`src/rtl/phy_tx_ctrl_if.sv`:
```
// Handshake bundle between the two requester FIFO heads, the link controller and the PHY word input.
// The master side is the controller; the slave side is the FIFOs and the PHY.
interface phy_tx_ctrl_if #(
    parameter int DATA_W = 32
);
    logic              req0_valid;
    logic [DATA_W-1:0] req0_data;
    logic              req0_pop;
    logic              req1_valid;
    logic [DATA_W-1:0] req1_data;
    logic              req1_pop;
    logic [DATA_W-1:0] data_in_tx;
    logic              valid_in_tx;

    modport master (
        input  req0_valid, req0_data, req1_valid, req1_data,
        output req0_pop, req1_pop, data_in_tx, valid_in_tx
    );

    modport slave (
        output req0_valid, req0_data, req1_valid, req1_data,
        input  req0_pop, req1_pop, data_in_tx, valid_in_tx
    );
endinterface

```
`src/rtl/phy_tx_ctrl.sv`:
```
// Link bring-up sequencer (OFF -> INIT -> traffic) and burst-limited round-robin arbiter
// feeding one word per clock from two requester FIFOs into the PHY transmitter.
module phy_tx_ctrl #(
    parameter int DATA_W      = 32,
    parameter int INIT_CYCLES = 8,
    parameter int BURST_MAX   = 4
) (
    input  logic          clk,
    input  logic          reset,
    input  logic          enable,
    phy_tx_ctrl_if.master bus,
    output logic          active,
    output logic          grant,
    output logic [1:0]    state_out
);
    typedef enum logic [1:0] {
        ST_OFF    = 2'b00,
        ST_INIT   = 2'b01,
        ST_IDLE   = 2'b10,
        ST_ACTIVE = 2'b11
    } state_t;

    localparam int INIT_W  = $clog2(INIT_CYCLES + 1);
    localparam int BURST_W = $clog2(BURST_MAX + 1);
    localparam logic [INIT_W-1:0]  INIT_LAST = INIT_W'(INIT_CYCLES - 1);
    localparam logic [BURST_W-1:0] BURST_LIM = BURST_W'(BURST_MAX);

    state_t             state;
    logic [INIT_W-1:0]  init_cnt;
    logic [BURST_W-1:0] burst_cnt;

    logic              traffic;
    logic              owner_valid;
    logic              other_valid;
    logic              take_owner;
    logic              take_other;
    logic              pop0;
    logic              pop1;
    logic [DATA_W-1:0] sel_data;

    // NOTE: every signal gets a value at the top of always_comb so no path leaves one unassigned (no latch).
    always_comb begin
        traffic     = 1'b0;
        owner_valid = 1'b0;
        other_valid = 1'b0;
        take_owner  = 1'b0;
        take_other  = 1'b0;
        pop0        = 1'b0;
        pop1        = 1'b0;
        sel_data    = bus.req0_data;

        traffic     = enable && (state == ST_IDLE || state == ST_ACTIVE);
        owner_valid = grant ? bus.req1_valid : bus.req0_valid;
        other_valid = grant ? bus.req0_valid : bus.req1_valid;
        // The owner keeps the slot until its burst is spent, but only if someone else is waiting.
        take_owner  = traffic && owner_valid && (burst_cnt < BURST_LIM || !other_valid);
        take_other  = traffic && other_valid && !take_owner;
        pop0        = (take_owner && !grant) || (take_other && grant);
        pop1        = (take_owner && grant) || (take_other && !grant);
        sel_data    = pop1 ? bus.req1_data : bus.req0_data;
    end

    assign bus.req0_pop = pop0;
    assign bus.req1_pop = pop1;
    assign state_out    = state;

    // NOTE: registered state uses non-blocking assignments so every flop samples pre-edge values.
    always_ff @(posedge clk or negedge reset) begin
        if (!reset) begin
            state           <= ST_OFF;
            init_cnt        <= '0;
            burst_cnt       <= '0;
            grant           <= 1'b0;
            active          <= 1'b0;
            bus.data_in_tx  <= '0;
            bus.valid_in_tx <= 1'b0;
        end else begin
            bus.valid_in_tx <= 1'b0;
            case (state)
                ST_OFF: begin
                    if (enable) begin
                        state    <= ST_INIT;
                        init_cnt <= '0;
                    end
                end
                ST_INIT: begin
                    if (!enable) begin
                        state <= ST_OFF;
                    end else if (init_cnt == INIT_LAST) begin
                        state  <= ST_IDLE;
                        active <= 1'b1;
                    end else begin
                        init_cnt <= init_cnt + 1'b1;
                    end
                end
                default: begin
                    if (!enable) begin
                        state  <= ST_OFF;
                        active <= 1'b0;
                    end else if (take_owner || take_other) begin
                        state           <= ST_ACTIVE;
                        bus.valid_in_tx <= 1'b1;
                        bus.data_in_tx  <= sel_data;
                        if (take_other) begin
                            grant     <= ~grant;
                            burst_cnt <= BURST_W'(1);
                        end else if (burst_cnt < BURST_LIM) begin
                            burst_cnt <= burst_cnt + 1'b1;
                        end
                    end else begin
                        state     <= ST_IDLE;
                        burst_cnt <= '0;
                    end
                end
            endcase
        end
    end
endmodule

```
`src/flat_wrapper.sv`:
```
// flat-port wrapper written by rule: the top's interface ports become plain ports
module phy_tx_ctrl_flat 
#(
    parameter int DATA_W      = 32,
    parameter int INIT_CYCLES = 8,
    parameter int BURST_MAX   = 4
)
  (clk, reset, enable, active, grant, state_out, bus_req0_valid, bus_req0_data, bus_req1_valid, bus_req1_data, bus_req0_pop, bus_req1_pop, bus_data_in_tx, bus_valid_in_tx);
  phy_tx_ctrl_if #(.DATA_W(DATA_W)) bus_i ();
  input  logic clk;
  input  logic reset;
  input  logic enable;
  output logic active;
  output logic grant;
  output logic [1:0] state_out;
  input wire logic [$bits(bus_i.req0_valid)-1:0] bus_req0_valid;
  input wire logic [$bits(bus_i.req0_data)-1:0] bus_req0_data;
  input wire logic [$bits(bus_i.req1_valid)-1:0] bus_req1_valid;
  input wire logic [$bits(bus_i.req1_data)-1:0] bus_req1_data;
  output wire logic [$bits(bus_i.req0_pop)-1:0] bus_req0_pop;
  output wire logic [$bits(bus_i.req1_pop)-1:0] bus_req1_pop;
  output wire logic [$bits(bus_i.data_in_tx)-1:0] bus_data_in_tx;
  output wire logic [$bits(bus_i.valid_in_tx)-1:0] bus_valid_in_tx;
  assign bus_i.req0_valid = bus_req0_valid;
  assign bus_i.req0_data = bus_req0_data;
  assign bus_i.req1_valid = bus_req1_valid;
  assign bus_i.req1_data = bus_req1_data;
  assign bus_req0_pop = bus_i.req0_pop;
  assign bus_req1_pop = bus_i.req1_pop;
  assign bus_data_in_tx = bus_i.data_in_tx;
  assign bus_valid_in_tx = bus_i.valid_in_tx;
  phy_tx_ctrl #(.DATA_W(DATA_W), .INIT_CYCLES(INIT_CYCLES), .BURST_MAX(BURST_MAX)) u_core (.clk(clk), .reset(reset), .enable(enable), .bus(bus_i), .active(active), .grant(grant), .state_out(state_out));
endmodule
```
`config.mk`:
```
export PLATFORM = sky130hd
export DESIGN_NAME = phy_tx_ctrl_flat
export DESIGN_NICKNAME = d
export VERILOG_FILES = /design/src/rtl/phy_tx_ctrl_if.sv /design/src/rtl/phy_tx_ctrl.sv /design/src/flat_wrapper.sv
export SDC_FILE = /design/constraint.sdc
export NUM_CORES = 1
export LEC_CHECK = 0
export ABC_AREA = 1
export BUFFER_PORTS_ARGS = -buffer_cell sky130_fd_sc_hd__buf_2
export CELL_PAD_IN_SITES_DETAIL_PLACEMENT = 0
export CELL_PAD_IN_SITES_GLOBAL_PLACEMENT = 1
export CORE_ASPECT_RATIO = 1.25
export CORE_MARGIN = 2
export CORE_UTILIZATION = 30
export DETAILED_ROUTE_END_ITERATION = 7
export PLACE_DENSITY_LB_ADDON = 0.1
export SLEW_MARGIN = 5
export SYNTH_ARGS = -nofsm -noshare
export SYNTH_HDL_FRONTEND = slang
export SYNTH_SLANG_ARGS = --single-unit
export TNS_END_PERCENT = 30
```
`constraint.sdc`:
```
create_clock -name clk -period 2.3 [get_ports clk]
set_input_delay 0.46 -clock clk [delete_from_list [all_inputs] [get_ports clk]]
set_output_delay 0.46 -clock clk [all_outputs]
set_load 0.005 [all_outputs]
```
==> results_dict.tcl <==
set metrics [dict create \
    hpwlAfterDp_um 5140 \
    drive_gt1_frac 0.346 \
    wl_per_cell_um 12.4 \
    route.detailed.drc 0 \
    first_pass_iters 6 \
    path_max_fanout 8 \
    postCtsHoldBufs 0 \
    fin_nets 543 \
    setup_viol 0 \
    grt_pass1_vias 2406 \
    grt_pass1_wl_um 11800 \
    path_class "reg2out" \
    fin_crit_sh 0.910 \
    synth-main-ff-cell "dfrtp_1" \
    ys_types 24 \
    row_count 38 \
    skew_ns 0.00541 \
    hold_slack_ns 0.0548 \
    grt_antenna_before_repair 0 \
    synth_edf_count 0 \
    tightest_slew_ns 0.606 \
    synth_seq_area_share 0.412 \
    avgSynthCellArea_sq_um 7.36 \
    synthesis.area_sq_mm 0.00267 \
    maxCapViolCount 0 \
    syn_to_final_growth_pct 26.1 \
    arrival_ns 1.63 \
    vdd_drop_max_mv 0.440 \
    yosysWarnings 0 \
    die_area_sq_mm 0.00968 \
    final_core_util 0.389 \
    netlist_instances 363 \
    crit_required_ns 1.84 \
    cp-end-kind "primary output" \
    port-buffer-count 107 \
    die_w_um 88.4 \
    synth_nets 436 \
    gp_congestion 0.806 \
    clkLatencyLatePin_ns 0.29 \
    tns_ns 0 \
    yosysTopAreaCell "dfrtp_1" \
    clock-sinks 44 \
    grt_max_degree 34 \
    crit_slowest_cell "dfrtp_2" \
    power_density_mw_per_mm2 879 \
    ioPinCount 108 \
    maxSlewHeadroom 0.596 \
    detail_route.iter0.violations 134 \
    synth_top_area_frac 0.412 \
    ys_seq_elements 44 \
    yosys-top-cells-area "dfrtp_1 41%, nand3_1 13%, nand2_1 12%" \
    crit_chain "o21ai_2, nand2_2, nand2_1, nand3_1, nand2_1, o21a_1, buf_2" \
    hold_viol 0 \
    via_count 2524 \
    crit_path_start_kind "flip-flop" \
    grt_setup_unrepaired "false" \
    timing.fmax_mhz 478 \
    cts-buffers-inserted 5 \
    drv_slew 0 \
    leakage_nw 2.06 \
    root_buffer "clkbuf_8" \
    grt_overflow_total 0 \
    antenna_left 0 \
    grt.total_usage 0.157 \
    clockBufferDepth 2 \
    start_util 0.309 \
    status "finished clean" \
    post-route-min-period_ns 2.09 \
    crit_path_frequent_cell "nand2_1" \
    cts_tree "done" \
    totalWireLength_um 7280 \
    post_cts_buffers 0 \
    place_area_sq_mm 0.00329 \
    postLayoutCellArea_sq_mm 0.00337 \
    cpPeakStageDelay_ns 0.48 \
    n_antenna_cell 0 \
    viasPerCell 4.29 \
    h-tree-depth 2 \
    hp-class "in2async" \
    die_h_um 109 \
    core_sq_mm 0.00865 \
    clk_pin_slew_ns 0.08 \
    synthArstFlopShare 1.00 \
]
## cells in the mapped netlist (3+ instances only)
cell type  instances
a21oi_1            3
o21ai_0           10
ha_1               4
nand2_2           32
buf_12             3
buf_4              3
buf_2              9
nand3_1           68
nand2_1           87
dfrtp_1           44
inv_2              3
nor2_1             5
inv_1             80
## final timing paths
kind,startpoint,to,slack [ns],cells after the start
setup / recovery,u_core.grant,bus_req0_pop,0.21,7
hold / removal,reset,u_core.burst_cnt[2],0.05,1
setup reg to reg,u_core.state_out[1],u_core.bus.data_in_tx[1],0.50,8
hold reg to reg,u_core.bus.data_in_tx[20],u_core.bus.data_in_tx[20],0.48,2
max in group asynchronous,reset,u_core.bus.data_in_tx[1],1.67,2
min in group clk,bus_req1_data[7],u_core.bus.data_in_tx[7],0.46,5
## per-layer routing
metal / global-route usage / routed length [um] / up-vias
met5: 0 / 0 / -
met3: 0.0263 / 383 / 5
met4: 0.0357 / 70 / 0
met1: 0.206 / 3260 / 1145
li1: - / - / 1305
met2: 0.268 / 3570 / 69
## where the power goes
group          internal, mW  switching (mW)  leakage [nW]
registers              1.09           0.197         0.563
clock network         0.197           0.254        0.0359
logic                 0.525           0.701          1.46
total                  1.81            1.15          2.06
## flip-flops by register name, summed over array words and instances (netlist names)
signal / count
u_core.bus.valid_in_tx: 1
u_core.bus.data_in_tx: 32
u_core.init_cnt: 4
u_core.state_out: 2
u_core.grant: 1
u_core.active: 1
u_core.burst_cnt: 3
## layout make-up
| type | instances | area, sq um |
|---|---|---|
| Clock buffer | 5 | 68.8 |
| Fill cell | 982 | 5290 |
| Inverter | 83 | 312 |
| Multi-Input combinational cell | 220 | 1130 |
| Sequential cell | 44 | 1100 |
| Tap cell | 120 | 150 |
| Timing Repair Buffer | 116 | 603 |
## cell usage in the layout, fill, tap and decap left out
cell	instances
a22oi_1	2
o21a_1	1
nand2_8	1
dfrtp_2	1
nand3_4	1
ha_1	4
inv_1	80
and3_1	1
nand2_1	87
nand4_1	1
o22ai_1	1
clkbuf_8	5
buf_2	107
o21ai_2	1
a21oi_1	3
inv_2	3
o2111ai_4	1
dfrtp_1	43
nand2_2	32
nand3_1	68
nor2_1	5
buf_4	9
o21ai_0	9
nor2_4	1
xor2_1	1
## per-stage QoR
stage,power [mW],cells,setup slack [ns]
finish,2.96,588,0.207
global route,3.27,588,0.0755
CTS,3.01,588,0.0903
detailed placement,2.54,583,0.183
global placement,2.54,583,0.247
floorplan,2.01,363,0.531
## logic make-up after synthesis
| logic type | Yosys count | share of synthesized area |
|---|---|---|
| fa+ha+maj | 4 | 0.0187 |
| simple gates | 197 | 0.355 |
| compound gates | 18 | 0.0450 |
| flops | 44 | 0.412 |
| xor+xnor | 1 | 0.00328 |
| buf+inv | 99 | 0.166 |
## timing repair
item / 4_1_cts / 5_1_grt
pin swaps: 0 / 0
gates resized for setup: 1 / 2
setup endpoints to repair: 1 / 1
## critical path: cells and delay by family (launching register included)
family | cells | cell delay [ns]
simple gates | 4 | 0.42
compound gates | 2 | 0.34
buf+inv | 1 | 0.10
flops | 1 | 0.48
Note: power is estimated with default switching activity, not from simulation.
